File: src/rtl/prog_sequencer_pkg.sv
// Shared definitions for the 9-bit core: opcode constants, the ack
// instruction encoding and the sequencer state type.
//   Opcode field is Instr[8:5]; Instr[4:0] is the operand field.
package prog_sequencer_pkg;

    localparam int INSTR_W = 9;
    localparam int OPC_W   = 4;

    localparam logic [OPC_W-1:0] kLDI  = 4'b0100;
    localparam logic [OPC_W-1:0] kLDR  = 4'b0101;
    localparam logic [OPC_W-1:0] kSTR  = 4'b0110;
    localparam logic [OPC_W-1:0] kBNZ  = 4'b1010;
    localparam logic [OPC_W-1:0] kBNZR = 4'b1011;

    // All-ones word ends the program.
    localparam logic [INSTR_W-1:0] kACK = 9'h1FF;

    typedef enum logic [2:0] {
        S_IDLE  = 3'd0,
        S_FETCH = 3'd1,
        S_EXEC  = 3'd2,
        S_MEM   = 3'd3,
        S_HALT  = 3'd4
    } seq_state_e;

endpackage

File: src/rtl/prog_sequencer_mem_wait_timer.sv
// Memory wait timer: loadable down-counter that flags expiry at zero.
//   clk_i       in   clock
//   rst_n       in   async active-low reset (count cleared)
//   load_i      in   load load_val_i (asserted on MEM entry)
//   dec_i       in   count one wait cycle
//   load_val_i  in   start value
//   expired_o   out  count has reached zero
module prog_sequencer_mem_wait_timer #(
    parameter int W = 8
) (
    input  logic         clk_i,
    input  logic         rst_n,
    input  logic         load_i,
    input  logic         dec_i,
    input  logic [W-1:0] load_val_i,
    output logic         expired_o
);

    logic [W-1:0] cnt_q;

    always_ff @(posedge clk_i or negedge rst_n) begin
        if (!rst_n) begin
            cnt_q <= '0;
        end else if (load_i) begin
            cnt_q <= load_val_i;
        end else if (dec_i && cnt_q != '0) begin
            cnt_q <= cnt_q - W'(1);
        end
    end

    assign expired_o = (cnt_q == '0);

endmodule

File: src/rtl/prog_sequencer.sv
// Multi-cycle fetch/execute sequencer: owns the program counter and the
// instruction register, qualifies decoder write strobes and stalls on the
// data-memory handshake.
//   clk_i, rst_n                clock, async active-low reset
//   start_i, start_addr_i       start request and entry point (IDLE/HALT only)
//   instr_in_i                  ROM data at prog_ctr_o
//   branch_taken_i/target_i     branch resolution from the datapath
//   mem_ack_i                   data memory completion
//   prog_ctr_o, instr_o         PC and instruction register
//   instr_valid_o               executing (EXEC or MEM)
//   reg_wr_gate_o               one-cycle commit strobe
//   mem_req_o, mem_we_o         data memory request / store qualifier
//   busy_o, done_o, error_o     status
//   cycle_count_o               busy cycles since last start, saturating
//
// state | meaning
// IDLE  | waiting for start after reset
// FETCH | latch ROM word into instr register
// EXEC  | execute instr; commit, branch, enter MEM or finish
// MEM   | wait for data memory ack, bounded by the timer
// HALT  | finished (done) or timed out (error); start restarts
module prog_sequencer
    import prog_sequencer_pkg::*;
#(
    parameter int PC_W        = 10,
    parameter int START_ADDR  = 0,
    parameter int MEM_TIMEOUT = 15,
    parameter int CYC_W       = 16
) (
    input  logic               clk_i,
    input  logic               rst_n,
    input  logic               start_i,
    input  logic [PC_W-1:0]    start_addr_i,
    input  logic [INSTR_W-1:0] instr_in_i,
    input  logic               branch_taken_i,
    input  logic [PC_W-1:0]    branch_target_i,
    input  logic               mem_ack_i,
    output logic [PC_W-1:0]    prog_ctr_o,
    output logic [INSTR_W-1:0] instr_o,
    output logic               instr_valid_o,
    output logic               reg_wr_gate_o,
    output logic               mem_req_o,
    output logic               mem_we_o,
    output logic               busy_o,
    output logic               done_o,
    output logic               error_o,
    output logic [CYC_W-1:0]   cycle_count_o
);

    seq_state_e         state_q;
    logic [PC_W-1:0]    pc_q;
    logic [INSTR_W-1:0] instr_q;
    logic [CYC_W-1:0]   cyc_q;
    logic               done_q;
    logic               error_q;

    logic [OPC_W-1:0]   opc;
    logic               is_ack;
    logic               is_mem;
    logic               is_branch;
    logic               tmr_load;
    logic               tmr_dec;
    logic               tmr_expired;

    prog_sequencer_mem_wait_timer #(
        .W (8)
    ) u_mem_wait_timer (
        .clk_i      (clk_i),
        .rst_n      (rst_n),
        .load_i     (tmr_load),
        .dec_i      (tmr_dec),
        .load_val_i (8'(MEM_TIMEOUT)),
        .expired_o  (tmr_expired)
    );

    always_comb begin
        opc           = instr_q[INSTR_W-1 -: OPC_W];
        is_ack        = (instr_q == kACK);
        is_mem        = (opc == kLDR) || (opc == kSTR);
        is_branch     = (opc == kBNZ) || (opc == kBNZR);
        instr_valid_o = 1'b0;
        reg_wr_gate_o = 1'b0;
        mem_req_o     = 1'b0;
        mem_we_o      = 1'b0;
        busy_o        = 1'b0;
        tmr_load      = 1'b0;
        tmr_dec       = 1'b0;
        case (state_q)
            S_FETCH: begin
                busy_o = 1'b1;
            end
            S_EXEC: begin
                busy_o        = 1'b1;
                instr_valid_o = 1'b1;
                reg_wr_gate_o = !is_ack && !is_mem;
                tmr_load      = !is_ack && is_mem;
            end
            S_MEM: begin
                busy_o        = 1'b1;
                instr_valid_o = 1'b1;
                mem_req_o     = 1'b1;
                mem_we_o      = (opc == kSTR);
                // The only input-to-output path: commit coincides with the ack.
                reg_wr_gate_o = mem_ack_i;
                tmr_dec       = !mem_ack_i;
            end
            default: ;
        endcase
    end

    always_ff @(posedge clk_i or negedge rst_n) begin
        if (!rst_n) begin
            state_q <= S_IDLE;
            pc_q    <= PC_W'(START_ADDR);
            instr_q <= '0;
            cyc_q   <= '0;
            done_q  <= 1'b0;
            error_q <= 1'b0;
        end else begin
            if (busy_o && cyc_q != '1) begin
                cyc_q <= cyc_q + CYC_W'(1);
            end
            case (state_q)
                S_IDLE, S_HALT: begin
                    if (start_i) begin
                        pc_q    <= start_addr_i;
                        cyc_q   <= '0;
                        done_q  <= 1'b0;
                        error_q <= 1'b0;
                        state_q <= S_FETCH;
                    end
                end
                S_FETCH: begin
                    instr_q <= instr_in_i;
                    state_q <= S_EXEC;
                end
                S_EXEC: begin
                    if (is_ack) begin
                        done_q  <= 1'b1;
                        state_q <= S_HALT;
                    end else if (is_mem) begin
                        state_q <= S_MEM;
                    end else begin
                        pc_q    <= (is_branch && branch_taken_i) ? branch_target_i
                                                                 : pc_q + PC_W'(1);
                        state_q <= S_FETCH;
                    end
                end
                S_MEM: begin
                    // Ack takes priority over a timeout in the same cycle.
                    if (mem_ack_i) begin
                        pc_q    <= pc_q + PC_W'(1);
                        state_q <= S_FETCH;
                    end else if (tmr_expired) begin
                        error_q <= 1'b1;
                        state_q <= S_HALT;
                    end
                end
                default: state_q <= S_IDLE;
            endcase
        end
    end

    assign prog_ctr_o    = pc_q;
    assign instr_o       = instr_q;
    assign done_o        = done_q;
    assign error_o       = error_q;
    assign cycle_count_o = cyc_q;

endmodule

File: config.mk
export PLATFORM = sky130hd
export DESIGN_NAME = prog_sequencer
export DESIGN_NICKNAME = d
export VERILOG_FILES = /design/src/rtl/prog_sequencer_pkg.sv /design/src/rtl/prog_sequencer_mem_wait_timer.sv /design/src/rtl/prog_sequencer.sv
export SDC_FILE = /design/constraint.sdc
export NUM_CORES = 1
export LEC_CHECK = 0
export CAP_MARGIN = 20
export CORE_AREA = 2 2 77 79
export DETAILED_ROUTE_END_ITERATION = 10
export DIE_AREA = 0 0 79 81
export PLACE_DENSITY = 0.81
export SETUP_SLACK_MARGIN = 0.3
export SLEW_MARGIN = 20
export SYNTH_ARGS = -nofsm -noshare
export SYNTH_HDL_FRONTEND = slang
export SYNTH_SLANG_ARGS = --single-unit
File: constraint.sdc
create_clock -name clk_i -period 3.6 [get_ports clk_i]
set_input_delay 1.08 -clock clk_i [delete_from_list [all_inputs] [get_ports clk_i]]
set_output_delay 1.08 -clock clk_i [all_outputs]
set_load 0.005 [all_outputs]
==> reports/metrics.csv <==
stage,metric,value,unit
finish,Final Instance Area,3650,sq um
timing,Slew HR,55.4,%
critical_path,CP Launch Type,primary input,
critical_path,Setup CP Type,primary input to primary output,
grt,first-pass GRT wire length,10700,um
finish,nets@finish,401,
placement,Placed Area,3530,sq um
power,VDD IR max,0.463,mV
timing,setup tns final,0,ns
grt,largest net degree at the start of global routing,49,
critical_path,CP cell instances,"clkdlybuf4s50_1, a22oi_1, nor2_1, dlygate4sd2_1",
grt,vias in the first global route,2347,
synth,Yosys reg bits,48,
critical_path,cells on worst reg2reg path,6,
synth,synth unique cells,53,
synth,Post-Synthesis Cells,287,
status,status,"finished, final reports clean",
timing,Final Hold Viols,0,
route,DR vias,2442,
clocking,TritonCTS buffer count,5,
critical_path,crit path max fanout,3,
timing,Slew @ Worst Pin,0.668,ns
grt,gr ovfl total,0,
flow_run,max capacitance violation total,0,
clocking,CTS Buffer Depth,2,
power,pwr dens,709,nW/um^2
timing,endpoints failing setup,0,
synth,Post-synth EDFFs,0,
floorplanning,core box area,5680,sq um
finish,Finished Layout Cells,439,
synth,Main synth FF type,dfrtp_1,
synth,Synth Area in XOR/XNOR,2.26,%
critical_path,Crit. End Element,primary output,
finish,proportion of layout cells with a drive suffix above 1,9.34,%
hold_path,hold wc startpoint,error_o,
clocking,"Setup Fix Bufs, Post-CTS",0,
synth,simple logic cell fraction of the synthesized area,26.2,%
synth,Mean Syn Cell Area,9.43,sq um
timing,minimum clock period,3.11,ns
finish,Filler cells,488,
finish,most frequent cells in the layout,"clkdlybuf4s50_1 (73), dfrtp_1 (48), nand2_1 (31), nor2_1 (24), nand3_1 (22)",
floorplanning,starting density of the core,47.7,%
critical_path,RR Endpoint,cycle_count_o[5],
synth,Synth warnings,0,
synth,Syn Std Cell Area,2710,sq um
critical_path,r2r startpoint,cycle_count_o[0],
floorplanning,die height,81,um
route,DRT iter0 DRCs,120,
timing,"Slew Viols, Final",0,
critical_path,CP required,2.52,ns
hold_path,worst hold path endpoint,error_o,
power,total power,2590,uW
placement,placed cell count,431,
critical_path,Critical path buffers and inverters,2,
clocking,CTS tree,built,
clocking,clk sinks,48,
timing,worst setup margin,0.495,ns
route,routed len/inst,14.6,um
clocking,Clock Latency Late Sink,0.30,ns
synth,post-synthesis sequential area ratio,44.4,%
finish,synth-to-layout area growth,35.0,%
placement,Post-DP HPWL,4620,um
finish,Inserted Diodes,0,
power,Lkg Pwr,0.00149,uW
clocking,Root Buffer,clkbuf_8,
route,DR vias/cell,5.56,
floorplanning,Chip Width,79,um
clocking,H-tree depth,2,
floorplanning,io pins,76,
timing,unrepaired setup endpoints after global routing,no,
clocking,clock slew at the register clock pins of the worst setup and hold paths,0.09,ns
placement,dpl ws,0.271,ns
route,DRT Wirelength,6420,um
grt,All-Layer GR Usage,21.1,%
route,Final ANT Viol Nets,0,
timing,final cycle utilization of the critical path,86.3,%
critical_path,CP peak stage delay,0.44,ns
route,first-pass iteration count of the detailed router,4,
floorplanning,Die Area,6400,sq um
timing,f_max,322,MHz
placement,PortBufs,75,
finish,"most common cell after layout, fill and taps aside",clkdlybuf4s50_1,
placement,placer congestion estimate,0.841,
critical_path,Top delay family on crit path,buffers and inverters,
timing,clock skew,0.00904,ns
synth,post-synthesis compound-gate area fraction,16.5,%
critical_path,slowest CP cell,clkdlybuf4s50_1,
synth,syn_nets,325,
critical_path,CP Data Arrival Time,2.03,ns
synth,Synth Area in Adders,1.85,%
synth,ys async rst share,100,%
synth,main combinational cell family by area after synthesis,simple AND/OR/NAND/NOR gates,
floorplanning,standard-cell row count,28,
hold_path,HP Class,flip-flop to flip-flop,
route,DRC,0,
critical_path,R2R setup slack,1.46,ns
hold_path,hold path depth,1,
grt,initial antenna violation count,0,
synth,mux contribution to synthesized area,5.27,%
-- synth_stat cells, types with 2 or more instances --
master | number | area (sq um)
nor2_1 | 24 | 90.1
nand3_1 | 22 | 110
ha_1 | 4 | 50.1
xor2_1 | 5 | 43.8
buf_2 | 4 | 20.0
nand2_1 | 31 | 116
a21o_1 | 2 | 15.0
a31oi_1 | 3 | 18.8
and2_1 | 4 | 25.0
nand4_1 | 8 | 50.1
and3_1 | 5 | 31.3
or3_1 | 8 | 50.1
clkbuf_1 | 6 | 22.5
nor2b_1 | 2 | 12.5
buf_6 | 2 | 22.5
mux2i_1 | 3 | 30.0
or3b_2 | 2 | 17.5
nor3_1 | 6 | 30.0
nand2b_1 | 8 | 50.1
o211ai_1 | 8 | 60.1
o311ai_0 | 2 | 17.5
inv_1 | 5 | 18.8
a22o_1 | 7 | 61.3
dfrtp_1 | 48 | 1200
o31ai_1 | 7 | 52.6
o21ai_0 | 16 | 80.1
mux2_2 | 10 | 113
a21oi_1 | 7 | 35.0
xnor2_1 | 2 | 17.5
and4_1 | 2 | 17.5
or4_1 | 2 | 15.0
-- kinds of logic (layout without fill, tap and decap cells) --
family                   after synthesis  count (layout)
adder cells (fa/ha/maj)                4               4
flip-flops                            48              48
buffers and inverters                 19              96
AO/OA/AOI/OAI                         63              63
XOR/XNOR                               7               7
AND/OR/NAND/NOR                      133             133
multiplexers                          13              13
-- per-stage QoR --
| step | utilization (%) | hold WS, ns |
|---|---|---|
| floorplan | - | 0.474 |
| global placement | 62.1 | 0.494 |
| detailed placement | 62.1 | 0.507 |
| CTS | 64.4 | 0.528 |
| global route | 64.4 | 0.548 |
| finish | 64.4 | 0.522 |
-- worst max path at each step --
stage | slack, ns | cells past startpoint | endpoint | from
2_1_floorplan | 1.22 | 2 | reg_wr_gate_o | mem_ack_i
3_3_place_gp | 0.28 | 4 | reg_wr_gate_o | mem_ack_i
3_5_place_dp | 0.27 | 4 | reg_wr_gate_o | mem_ack_i
4_1_cts | 0.49 | 4 | reg_wr_gate_o | mem_ack_i
5_1_grt | 0.39 | 5 | mem_we_o | state_q[2]
6_report | 0.49 | 4 | reg_wr_gate_o | mem_ack_i
-- layer usage --
| metal | track usage [%] | vias to the layer above | routed length (um) |
|---|---|---|---|
| li1 | - | 1211 | - |
| met1 | 26.9 | 1156 | 2860 |
| met2 | 36.0 | 71 | 3140 |
| met3 | 4.67 | 4 | 357 |
| met4 | 6.90 | 0 | 60 |
| met5 | 0 | - | 0 |
-- repair_timing --
item | CTS | global route
hold buffers | 0 | 0
resized for setup | 1 | 0
hold endpoints to repair | 0 | 0
setup endpoints to repair | 1 | 0
-- sequential cells by signal (all words and copies together) (netlist names) --
signal and flops:
cycle_count_o 16, prog_ctr_o 10, instr_o 9, u_mem_wait_timer.cnt_q 8
state_q 3, done_o 1, error_o 1
-- power breakdown --
part / leakage (uW) / internal (uW) / switching (uW)
registers: 0.000609 / 713 / 204
logic: 0.000819 / 660 / 589
clock network: 0.0000645 / 245 / 178
total: 0.00149 / 1620 / 971
-- layout make-up --
type / instances / area, sq um / share of cell area (%)
Multi-Input combinational cell: 220 / 1410 / 38.6
Sequential cell: 48 / 1200 / 32.9
Timing Repair Buffer: 82 / 800 / 21.9
Clock buffer: 7 / 96.3 / 2.64
Tap cell: 75 / 93.8 / 2.57
Clock inverter: 1 / 30.0 / 0.822
Inverter: 6 / 22.5 / 0.616
Power figures use the tool's default switching activity.
